File: config.mk
export PLATFORM = sky130hd
export DESIGN_NAME = rx_gen3_descrambler
export DESIGN_NICKNAME = d
export VERILOG_FILES = /design/src/rtl/rx_gen3_descrambler.sv
export SDC_FILE = /design/constraint.sdc
export NUM_CORES = 1
export LEC_CHECK = 0
export ABC_AREA = 1
export BUFFER_PORTS_ARGS = -buffer_cell sky130_fd_sc_hd__buf_2
export CORE_UTILIZATION = 40
export DETAILED_ROUTE_END_ITERATION = 12
export PLACE_DENSITY = 0.57
export SLEW_MARGIN = 10
export SYNTH_ARGS = -nofsm -noshare
export SYNTH_HDL_FRONTEND = slang
export SYNTH_SLANG_ARGS = --single-unit
File: constraint.sdc
create_clock -name pclk -period 10.2 [get_ports pclk]
set_input_delay 1.02 -clock pclk [delete_from_list [all_inputs] [get_ports pclk]]
set_output_delay 1.02 -clock pclk [all_outputs]
set_load 0.02 [all_outputs]
File: src/rtl/rx_gen3_descrambler.sv
// Per-lane Gen3 128b/130b receive descrambler: follows block framing from the sync header,
// descrambles Data blocks and TS1/TS2 payloads, and applies the SKP/EIEOS LFSR rules.
module rx_gen3_descrambler #(
   parameter logic [23:0] SEED_DEFAULT = 24'h1DBFBC
) (
   input  logic        pclk,
   input  logic        reset,
   input  logic [2:0]  gen,
   input  logic        turnOff,
   input  logic [23:0] seedValue,
   input  logic [31:0] RxData,
   input  logic        RxDataValid,
   input  logic        RxStartBlock,
   input  logic [1:0]  RxSyncHeader,
   output logic [31:0] DataOut,
   output logic        DataValidOut,
   output logic        StartBlockOut,
   output logic [1:0]  SyncHeaderOut,
   output logic        BlockErr,
   output logic        SyncErr
);
   typedef enum logic [1:0] {WAIT_BLK, DATA_BLK, OS_BLK} state_t;
   typedef enum logic [1:0] {OS_SKP, OS_EIEOS, OS_TS, OS_OTHER} os_t;

   // Galois form of x^23+x^21+x^16+x^8+x^5+x^2+1 (the x^0 term is the feedback into bit 0)
   localparam logic [22:0] LFSR_TAPS = 23'h210124;

   state_t      state_reg, state_next;
   os_t         os_reg, os_next;
   logic [1:0]  blk_cnt_reg, blk_cnt_next;
   logic [22:0] lfsr_reg, lfsr_next, lfsr_adv, seed_eff;
   logic [31:0] keystream, data_next;
   logic [3:0]  sym_xor, xor_en;
   logic [1:0]  cur_cnt;
   logic        advance, load_seed, block_err, sync_err, proc_blk, strict_blk, bypass;

   function automatic logic [22:0] lfsr_step(input logic [22:0] s);
      return {s[21:0], s[22]} ^ (s[22] ? LFSR_TAPS : 23'd0);
   endfunction

   function automatic os_t os_decode(input logic [7:0] sym);
      case (sym)
         8'hAA:        return OS_SKP;
         8'h00:        return OS_EIEOS;
         8'h1E, 8'h2D: return OS_TS;
         default:      return OS_OTHER;
      endcase
   endfunction

   // An all-zero seed would lock the LFSR at zero, so it means "seed not programmed yet".
   assign seed_eff   = (seedValue != 24'd0) ? seedValue[22:0] : SEED_DEFAULT[22:0];
   assign bypass     = turnOff || (gen != 3'd3);
   assign strict_blk = (state_reg == DATA_BLK) || ((state_reg == OS_BLK) && (os_reg != OS_SKP));
   assign cur_cnt    = RxStartBlock ? 2'd0 : blk_cnt_reg;

   always_comb begin : keystream_walk
      logic [22:0] walk;
      walk      = lfsr_reg;
      keystream = '0;
      for (int i = 0; i < 32; i++) begin
         keystream[i] = walk[22];
         walk         = lfsr_step(walk);
      end
      lfsr_adv = walk;
   end

   always_comb begin
      state_next   = state_reg;
      os_next      = os_reg;
      blk_cnt_next = blk_cnt_reg;
      proc_blk     = 1'b0;
      block_err    = 1'b0;
      sync_err     = 1'b0;
      advance      = 1'b0;
      load_seed    = 1'b0;
      sym_xor      = 4'h0;
      if (RxDataValid) begin
         if (RxStartBlock) begin
            block_err = strict_blk && (blk_cnt_reg != 2'd0);
            if (RxSyncHeader == 2'b10) begin
               state_next   = DATA_BLK;
               blk_cnt_next = 2'd1;
               proc_blk     = 1'b1;
            end else if (RxSyncHeader == 2'b01) begin
               state_next   = OS_BLK;
               os_next      = os_decode(RxData[7:0]);
               blk_cnt_next = 2'd1;
               proc_blk     = 1'b1;
            end else begin
               // Bad header: keep the scrambler in step as if a data block went by
               sync_err     = 1'b1;
               state_next   = WAIT_BLK;
               blk_cnt_next = 2'd0;
               advance      = 1'b1;
            end
         end else if (state_reg != WAIT_BLK) begin
            if (strict_blk && (blk_cnt_reg == 2'd0)) begin
               block_err  = 1'b1;
               state_next = WAIT_BLK;
            end else begin
               blk_cnt_next = blk_cnt_reg + 2'd1;
               proc_blk     = 1'b1;
            end
         end
      end
      if (proc_blk) begin
         case (state_next)
            DATA_BLK: begin
               sym_xor = 4'hF;
               advance = 1'b1;
            end
            OS_BLK: begin
               case (os_next)
                  OS_SKP:   advance = 1'b0;
                  OS_EIEOS: begin
                     advance   = 1'b1;
                     load_seed = (cur_cnt == 2'd3);
                  end
                  OS_TS: begin
                     advance = 1'b1;
                     case (cur_cnt)
                        2'd0:    sym_xor = 4'b1110;
                        2'd3:    sym_xor = 4'b0011;
                        default: sym_xor = 4'b1111;
                     endcase
                  end
                  default:  advance = 1'b1;
               endcase
            end
            default: sym_xor = 4'h0;
         endcase
      end
   end

   always_comb begin
      if (bypass || load_seed)
         lfsr_next = seed_eff;
      else if (advance)
         lfsr_next = lfsr_adv;
      else
         lfsr_next = lfsr_reg;
   end

   assign xor_en = sym_xor & {4{~bypass}};

   generate
      for (genvar gi = 0; gi < 4; gi++) begin : g_sym
         assign data_next[gi*8 +: 8] = RxData[gi*8 +: 8] ^ (xor_en[gi] ? keystream[gi*8 +: 8] : 8'h00);
      end
   endgenerate

   always_ff @(posedge pclk) begin
      if (reset) begin
         state_reg     <= WAIT_BLK;
         os_reg        <= OS_OTHER;
         blk_cnt_reg   <= 2'd0;
         lfsr_reg      <= seed_eff;
         DataOut       <= 32'd0;
         DataValidOut  <= 1'b0;
         StartBlockOut <= 1'b0;
         SyncHeaderOut <= 2'b00;
         BlockErr      <= 1'b0;
         SyncErr       <= 1'b0;
      end else begin
         state_reg     <= state_next;
         os_reg        <= os_next;
         blk_cnt_reg   <= blk_cnt_next;
         lfsr_reg      <= lfsr_next;
         DataOut       <= data_next;
         DataValidOut  <= RxDataValid;
         StartBlockOut <= RxDataValid && RxStartBlock;
         if (RxDataValid && RxStartBlock)
            SyncHeaderOut <= RxSyncHeader;
         BlockErr      <= block_err;
         SyncErr       <= sync_err;
      end
   end
endmodule

* Word-level counts from Yosys, hierarchy flattened
Cells that the tools add are included.
** Storage, ports and cells
- Memories kept :: 0
- Bits of input ports :: 66
- Output and inout port bits :: 38
- Bits in latches :: 0
- Memory bits (read-only) :: 0
- Bits in writable memories :: 0
- Flip-flop bits (word level) :: 67
- Word-level logic and storage cells :: 164
** Operators by class
- Muxes and demuxes :: 80
- Add/subtract/negate cells :: 1
- Shift operators :: 0
- Reductions and logical operators :: 20
- Equality and inequality tests :: 14
- Divide/modulo/power cells :: 0
- $lt $le $gt $ge :: 0
- Bitwise logic cells :: 39
- Multiply operators :: 0
** Operators by type and width (number)
- $xor A23 B22 Y23 :: 32
- $mux W22 :: 32
- $mux W23 :: 4
- $mux W8 :: 4
- $xor A8 B8 Y8 :: 4
- $mux W2 :: 14
- $reduce_bool A24 Y1 :: 1
- $mux W1 :: 20
- $pmux W4 S2 :: 2
- $eq A2 B2 Y1 const B :: 5
- $eq A2 B1 Y1 const B :: 4
- $eq A8 B5 Y1 const B :: 1
- $eq A8 B6 Y1 const B :: 1
- $eq A8 B8 Y1 const B :: 1
- $logic_not A8 Y1 :: 1
- $mux W4 :: 2
- $reduce_bool A2 Y1 :: 4
- $logic_not A2 Y1 :: 3
- $pmux W2 S3 :: 1
- $and A4 B4 Y4 :: 1
- $logic_and A1 B1 Y1 :: 4
- $reduce_or A2 Y1 :: 2
- $logic_or A1 B1 Y1 :: 3
- $ne A3 B2 Y1 const B :: 1
- 6 further kinds :: 7

* Depth between registers and ports, before layout
Gate-level depths: netlist of the first run.
- Depth in word-level cells :: 67
- Mapped depth :: 31

* Least setup slack after synthesis of the first run
Ideal clock, no wire load.
- Path type :: input to register
- Start point :: input port RxSyncHeader[0]
- End point :: register lfsr_reg[0] (enable)
- Path buffers :: 0
- Setup time :: 0.485 ns
- Required time :: 9.715 ns
- Slack :: 4.926 ns
- Cell stages on the path :: 9
- Arrival :: 4.789 ns
- Cells stage by stage :: inv_1 > ha_1 > nor3b_1 > nor2_1 > a21oi_1 > inv_1 > nor2_1 > a211oi_1 > o311ai_0
** On the way
- Word-level cells in the longest chain between the ends :: 11
- Elaborated cells on any way between the ends :: 30
- Classes of those cells :: eq/ne (5); mux (22); reduce/logical (3)
** RTL lines
- start, declared :: line 14 : input logic [1:0] RxSyncHeader,
- $eq A2 B1 Y1 :: line 84 : end else if (RxSyncHeader == 2'b01) begin
- $mux W2 :: line 84
- $mux W2 :: line 80 : if (RxSyncHeader == 2'b10) begin
- $mux W2 :: line 78 : if (RxStartBlock) begin
- $mux W2 :: line 77 : if (RxDataValid) begin
- $eq A2 B1 Y1 :: line 113 : case (os_next)
- $mux W1 :: line 113
- $mux W1 :: line 107 : case (state_next)
- $mux W1 :: line 106 : if (proc_blk) begin
- $logic_or A1 B1 Y1 :: line 136 : if (bypass || load_seed)
- $reduce_bool A3 Y1 (no source line) (*)
- end signal, assigned :: line 168 : lfsr_reg <= lfsr_next;
- end, declared :: line 31 : logic [22:0] lfsr_reg, lfsr_next, lfsr_adv, seed_eff;
Every way passes the cells marked *; elsewhere a longest branch is shown, timed or not.
A chain may end at the register's enable or synchronous reset.

* Worst setup path in the final report of the first run
- Start point :: register lfsr_reg[22]
- End point :: register lfsr_reg[5] (data pin)
** On the way
- Word-level cells in the longest chain between the ends :: 50
- Elaborated cells on any way between the ends :: 63
- Classes of those cells :: mux (31); bitwise (32)
** RTL lines
- $mux W22 :: line 38 : return {s[21:0], s[22]} ^ (s[22] ? LFSR_TAPS : 23'd0);
- $xor A23 B22 Y23 (*) (2 in a row) :: line 38
- $mux W22 :: line 38
- $xor A23 B22 Y23 (*) (2 in a row) :: line 38
- $mux W22 :: line 38
- $xor A23 B22 Y23 (*) (2 in a row) :: line 38
- $mux W22 :: line 38
- $xor A23 B22 Y23 (*) (2 in a row) :: line 38
- (+25 left out)
- $xor A23 B22 Y23 (*) (2 in a row) :: line 38
- $mux W22 :: line 38
- $xor A23 B22 Y23 (*) (2 in a row) :: line 38
- $mux W22 :: line 38
- $xor A23 B22 Y23 (*) (4 in a row) :: line 38
- $mux W23 (*) :: line 138 : else if (advance)
- $mux W23 (*) :: line 136
- $mux W23 (*) :: line 153 : if (reset) begin
Every way passes the cells marked *; elsewhere a longest branch is shown, timed or not. The select of a mux whose other input is x is not followed.

==> results of run 1 <==
metrics by stage:
| stage | cell area [sq um] | hold WS, ns | setup WS, ns |
|---|---|---|---|
| after floorplan | 5600 | 0.483 | 4.93 |
| after global placement | 6290 | 0.527 | 6.07 |
| after detailed placement | 6290 | 0.518 | 5.99 |
| after CTS | 6580 | 0.529 | 6.24 |
| after global routing | 6580 | 0.554 | 5.87 |
| final | 6580 | 0.538 | 6.29 |
per-layer routing:
| metal | GRT usage (%) | vias up | share of wire (%) |
|---|---|---|---|
| li1 | - | 2562 | - |
| met1 | 26.3 | 2262 | 44 |
| met2 | 38.8 | 143 | 49 |
| met3 | 3.07 | 24 | 4.8 |
| met4 | 9.34 | 0 | 2.6 |
| met5 | 0 | - | 0 |
tightest hold or removal path, stage by stage, from the launching register on:
cell and delay [ns]:
dfxtp_1 0.33, nand3_1 0.10, a21oi_1 0.06
path summary, 6_finish.rpt:
check / from / end
min: blk_cnt_reg[1] / blk_cnt_reg[1]
max reg2reg: lfsr_reg[22] / lfsr_reg[5]
max: lfsr_reg[22] / lfsr_reg[5]
min reg2reg: blk_cnt_reg[1] / blk_cnt_reg[1]
cell families after synthesis:
kind of cell             count (synthesis)  synth area share, %
AND/OR/NAND/NOR                        361                 39.8
adder cells (fa/ha/maj)                  6                 1.34
flip-flops                              67                 28.1
buffers and inverters                  131                 9.32
XOR/XNOR                                63                 11.7
multiplexers                             1                0.179
AO/OA/AOI/OAI                           99                 9.59
cell type report:
type / count / area [sq um]
inverter: 121 / 454
tap: 176 / 220
sequential: 67 / 1570
clock inverter: 6 / 65.1
clock buffer: 10 / 229
multi-input combinational: 530 / 3510
timing repair buffer: 105 / 531
fill: 1384 / 6870
cells in the final DEF (no fill, tap or decap), types with 23 or more instances in the layout:
| cell | n |
|---|---|
| nand2_1 | 136 |
| buf_2 | 103 |
| inv_1 | 97 |
| nand3_1 | 56 |
| dfxtp_1 | 44 |
| a21oi_1 | 38 |
| xor2_1 | 38 |
| o21ai_0 | 37 |
| nand2_2 | 32 |
| nor2_1 | 29 |
| nand3_2 | 28 |
| nand2_4 | 27 |
| inv_2 | 24 |
| edfxtp_1 | 23 |
==> flow_summary.toml, run 1 <==
[clock_network]
cts_made_buffers = 9
cts_sinks = 67
post_cts_buffers = 0
hold_buffers = 0
ctsHtreeMaxLevel = 3
ctsResizeCount = 0
cts-root-buf = "clkbuf_16"
cts_max_path_buffers = 2
cts.clk_slew.worst_paths_ns = 0.06
clock_latency_ns = 0.34
cts_tree = "built"

[floorplan]
start_util_pct = 41.6
dieArea_sq_um = 14500
io_pins = 104
die_h_microns = 120
die_w_microns = 120
fp-row-count = 42
core_area_sq_um = 13500

[synthesis]
netlist.area_leader.share_pct = 15.7
yosysMostFrequentCell = "nand2_1"
yosysTopAreaCell = "dfxtp_1"
synth_edf_count = 23
yosysSeqAreaShare_pct = 28.1
yosysWarnings = 0
syn-mean-instance-area_sq_um = 7.69
synth.distinct_cells = 44
syn_area_sq_um = 5600
synth.area.top_cells = "dfxtp_1 (16%), edfxtp_1 (12%), nand2_1 (9.1%)"
ys_async_sr_fraction_pct = 0
syn_inst = 728
synth.cells.most_frequent = "nand2_1 (136), inv_1 (97), nand3_1 (56)"
yosys_register_bits = 67
synth-main-ff-cell = "dfxtp_1"
synth_nets = 800

[sta]
setup_viol = 0
max_freq_ghz = 0.256
rsz0062_at_grt = "no"
drv_slew = 0
relSlewSlack_pct = 47.8
fin_crit_sh_pct = 38.3
period_needed_ns = 3.91
hold_viol_final = 0
tightest_slew_ns = 0.775
finalSetupTns_ns = 0
clock_skew_ns = 0.00926

[worst_setup_path]
worstSetupPathType = "register to register"
r2r_cells = 29
arrival_ns = 4.01
critPathMaxFanout = 8
max_stage_delay_ns = 0.64
end_kind = "register"
r2r_slack_ns = 6.29
worstPathRequired_ns = 10.30
cp_common_cell = "nand2_1"
path_depth = 29
critPathLaunchType = "register"
critPathTopFamily = "simple AND/OR/NAND/NOR gates"
cp_num_buf_inv = 6
critPathSlowestCell = "edfxtp_1"

[final_layout]
nNetsFinal = 906
fin_cells = 1015
antenna_cells = 0
synthToLayoutAreaGrowth_pct = 17.6
largest_reg_flops = 32
final_util_pct = 48.9
drive_gt1_share_pct = 31.7

[routing]
drt_wl_total_mm = 15.3
drt_drc_violations_left = 0
vias = 4991
via_per_inst = 4.92
drt_iter0_drc = 219
ant_nets = 0
first_pass_iters = 5
wl_per_cell_microns = 15.0

[placement]
routabilityCongestion = 0.903
dp_hpwl_mm = 12.9
port_buffers = 103
place_inst = 999

[worst_hold_path]
worstHoldPathCells = 2
hold_class = "register to register"

[global_routing]
grt_pass1_vias = 4743
grt_max_degree = 37
track_usage_pct = 21.9
grt_pass1_wl_mm = 23.7
grt.overflow.total = 0
antenna_found_initial = 0

[run]
maxCapViolations = 0

[outcome]
status = "finished clean"
Power of run 1 is not shown: default switching activity piles up to over one toggle a cycle in this logic, so the estimate is an artifact.
==> inputs of run 2 (changes only) <==
- PLACE_DENSITY: 0.57 -> 0.59
- clock period: 10.2 -> 3.51 ns (I/O delays scaled with it)
==> flow_summary.toml, run 2 (synthesis gave the netlist of run 1 again) <==
[floorplan]
dieArea_sq_um = 14500
die_w_microns = 120
io_pins = 104
start_util_pct = 41.6
die_h_microns = 120
core_area_sq_um = 13500
fp-row-count = 42

[clock_network]
cts_tree = "built"
cts_sinks = 67
cts-root-buf = "clkbuf_16"
cts_made_buffers = 9
clock_latency_ns = 0.35
ctsHtreeMaxLevel = 3
cts_max_path_buffers = 2
cts.clk_slew.worst_paths_ns = 0.06

[final_layout]
synthToLayoutAreaGrowth_pct = 43.1
largest_reg_flops = 32
final_cell_mix = "nand2_1 (122), buf_4 (106), buf_2 (103), inv_1 (94), nand3_1 (45)"
drive_gt1_share_pct = 43.9
antenna_cells = 0
fin_cells = 1124
layout_commonest_cell = "nand2_1"
nNetsFinal = 1015

[global_routing]
met2_usage_pct = 44.3
grtUsageMet3_pct = 3.02
top_usage_layer = "met2"
antenna_found_initial = 0
grt.overflow.total = 0
grt_use_met1_pct = 29.0
grt_max_degree = 37
grt_pass1_wl_mm = 27.3
grt_pass1_vias = 5556
track_usage_pct = 24.9

[placement]
port_buffers = 103
dp_hpwl_mm = 13.8
routabilityCongestion = 0.952
place_inst = 1074

[sta]
max_freq_ghz = 0.280
fin_hold_ws_ns = 0.183
period_needed_ns = 3.57
setup_viol = 13
clock_skew_ns = 0.00911
fin_crit_sh_pct = 102
rsz0062_at_grt = "yes"
drv_slew = 0
relSlewSlack_pct = 58.6
layout_setup_ws_ns = -0.0638
hold_viol_final = 0
tightest_slew_ns = 0.614

[routing]
first_pass_iters = 5
via_per_inst = 4.97
ant_nets = 0
drt_iter0_drc = 250
drt_wl_total_mm = 17.7
wl_per_cell_microns = 15.7
drt_drc_violations_left = 0
vias = 5587

[worst_setup_path]
worstSetupPathType = "register to register"
critPathMaxFanout = 7
max_stage_delay_ns = 0.54
arrival_ns = 3.68
cp_common_cell = "nand2_8"
end_kind = "register"
critPathSlowestCell = "edfxtp_1"
worstPathRequired_ns = 3.61
critPathLaunchType = "register"

[outcome]
status = "complete, but fails checks"
violations = "setup timing"

[run]
maxCapViolations = 0

[worst_hold_path]
hold_class = "input pin to register"
-- run 2: worst max-delay path: cells and delay by family (launching register included) --
| kind | cells | cell delay, ns |
|---|---|---|
| and+or+nand+nor | 23 | 2.29 |
| DFF | 1 | 0.54 |
| buffers and inverters | 2 | 0.22 |
| xor gates and xnor gates | 1 | 0.24 |
-- run 2: path summary, 6_finish.rpt --
check	start	endpoint	slack, ns	depth (start not counted)
worst max-delay path	lfsr_reg[19]	lfsr_reg[17]	-0.06	26
worst min-delay path	RxData[13]	DataOut[13]	0.18	2
worst max register to register	lfsr_reg[19]	lfsr_reg[17]	-0.06	26
worst min register to register	blk_cnt_reg[1]	blk_cnt_reg[1]	0.54	2
-- run 2: layout make-up --
class	instances	area [sq um]
flip-flops and latches	67	1570
well taps	176	220
repair buffers	214	1380
inverters	121	467
fillers	1247	5440
clock buffers	9	225
clock inverters	7	76.3
multi-input cells	530	4080
-- run 2: layer usage --
metal / routed length, microns / part of all wire (%)
met3: 730 / 4.1
met4: 665 / 3.8
met2: 8850 / 50
met5: 0 / 0
met1: 7400 / 42
-- run 2: timing repair --
action / in CTS / in global routing
pin swaps: 24 / 51
resized for setup: 42 / 60
endpoints found under the setup margin: 23 / 26
hold buffers: 0 / 0
hold endpoints to repair: 0 / 0
setup buffers: 21 / 15
-- run 2: per-stage QoR --
step                setup WS, ns  TNS (ns)  area, sq um  util, %
floorplan                  0.370         0         5610        -
global placement          -0.163     -1.33         6880     51.1
detailed placement        -0.225     -2.26         6880     51.1
CTS                      0.00223         0         7600     56.5
global route              -0.222     -3.38         8010     59.6
finish                   -0.0638    -0.359         8010     59.6
Power of run 2 is left out for the same reason.
==> inputs of run 3 (changes only) <==
- CORE_MARGIN: not set -> 2
- PLACE_DENSITY: 0.59 -> not set
==> flow_summary.toml, run 3 (synthesis gave the netlist of run 1 again) <==
[outcome]
status = "finished clean"

[final_layout]
final_cell_mix = "nand2_1 (112), buf_4 (105), buf_2 (103), inv_1 (94), dfxtp_1 (44)"
antenna_cells = 0
synthToLayoutAreaGrowth_pct = 41.7
num-fill-cells = 1312
drive_gt1_share_pct = 45.1
fin_cells = 1125
largest_reg_flops = 32
nNetsFinal = 1012
layout_commonest_cell = "nand2_1"

[worst_setup_path]
cp_common_cell = "nand2_8"
max_stage_delay_ns = 0.49
critPathLaunchType = "register"
r2r_cells = 29
worstSetupPathType = "register to register"
critPathTopFamily = "simple AND/OR/NAND/NOR gates"
critPathSlowestCell = "edfxtp_1"
end_kind = "register"
cp_num_buf_inv = 4
r2r_slack_ns = 0.01
worstPathRequired_ns = 3.62
arrival_ns = 3.61
r2r-start = "lfsr_reg[17]"
worstReg2RegEnd = "lfsr_reg[9]"
critPathMaxFanout = 5

[routing]
first_pass_iters = 5
drt_wl_total_mm = 16.7
drt_drc_violations_left = 0
wl_per_cell_microns = 14.8
drt_iter0_drc = 266
vias = 5416
via_per_inst = 4.81
ant_nets = 0

[sta]
relSlewSlack_pct = 68.7
clock_skew_ns = 0.00592
fin_hold_ws_ns = 0.181
hold_viol_final = 0
period_needed_ns = 3.50
fin_crit_sh_pct = 99.7
max_freq_ghz = 0.286
tightest_slew_ns = 0.465
rsz0062_at_grt = "yes"
layout_setup_ws_ns = 0.00963
drv_slew = 0
setup_viol = 0

[global_routing]
grt.overflow.total = 0
antenna_found_initial = 0
grt_pass1_wl_mm = 24.5
grt_max_degree = 37
track_usage_pct = 21.9
grt_pass1_vias = 4881

[placement]
place_inst = 1077
dpl_worst_slack_ns = -0.0305
port_buffers = 103
dp_hpwl_mm = 13.1
routabilityCongestion = 0.908

[floorplan]
die_h_microns = 122
start_util_pct = 40.7
fp-row-count = 43
core_area_sq_um = 13800
dieArea_sq_um = 15000
io_pins = 104
die_w_microns = 122

[worst_hold_path]
hold_class = "input pin to register"
min-delay-start = "RxData[13]"
worstHoldPathCells = 2
holdPathEnd = "DataOut[13]"

[clock_network]
cts-root-buf = "clkbuf_16"
cts.clk_slew.worst_paths_ns = 0.06
cts_made_buffers = 9
ctsHtreeMaxLevel = 3
cts_max_path_buffers = 2
cts_tree = "built"
clock_latency_ns = 0.35
hold_buffers = 0
cts_sinks = 67

[run]
maxCapViolations = 0
run 3: changes by cell type in the layout (fill, tap and decap cells not counted), sizes merged:
cell / change
clkinv: +5
inv: -2
clkinvlp: -3
bufinv: -1
clkbuf: +1
buf: -3
run 3: cell type report:
type	count	area (sq um)	area share [%]
well taps	180	225	2.84
flip-flops and latches	67	1570	19.8
repair buffers	211	1350	17.0
inverters	121	467	5.88
clock inverters	6	32.5	0.410
multi-input cells	530	4070	51.2
clock buffers	10	229	2.89
run 3: how the worst max path moves through the flow:
| stage | depth (start not counted) | start | to | slack, ns |
|---|---|---|---|---|
| after floorplan | 26 | lfsr_reg[22] | lfsr_reg[5] | 0.37 |
| after global placement | 22 | lfsr_reg[22] | lfsr_reg[22] | -0.009 |
| after detailed placement | 20 | lfsr_reg[22] | lfsr_reg[22] | -0.03 |
| after CTS | 27 | lfsr_reg[21] | lfsr_reg[22] | 0.01 |
| after global routing | 26 | lfsr_reg[22] | lfsr_reg[8] | -0.19 |
| final | 29 | lfsr_reg[17] | lfsr_reg[9] | 0.01 |
run 3: repair_timing:
action | in CTS | in global routing
cloned | 0 | 0
endpoints found under the setup margin | 4 | 25
setup buffers | 2 | 30
gates resized for setup | 0 | 110
pin swaps | 1 | 47
run 3: metal layers:
| metal | part of all wire, % | GRT usage (%) |
|---|---|---|
| met1 | 44 | 27.1 |
| met2 | 48 | 36.6 |
| met3 | 5.0 | 4.00 |
| met4 | 3.4 | 10.3 |
| met5 | 0 | 0 |
run 3: per-stage QoR:
step	util, %	TNS [ns]	cell area, sq um
after CTS	51.9	0	7150
after floorplan	-	0	5610
final	57.6	0	7940
after detailed placement	49.9	-0.0318	6870
after global routing	57.6	-2.07	7940
after global placement	49.9	-0.00862	6870
run 3: worst register-to-register path: cells and delay by family (launching register included):
kind	cells	cell delay (ns)
AND/OR/NAND/NOR	25	2.36
buffers and inverters	4	0.39
flip-flops	1	0.49
Power of run 3 is left out for the same reason.
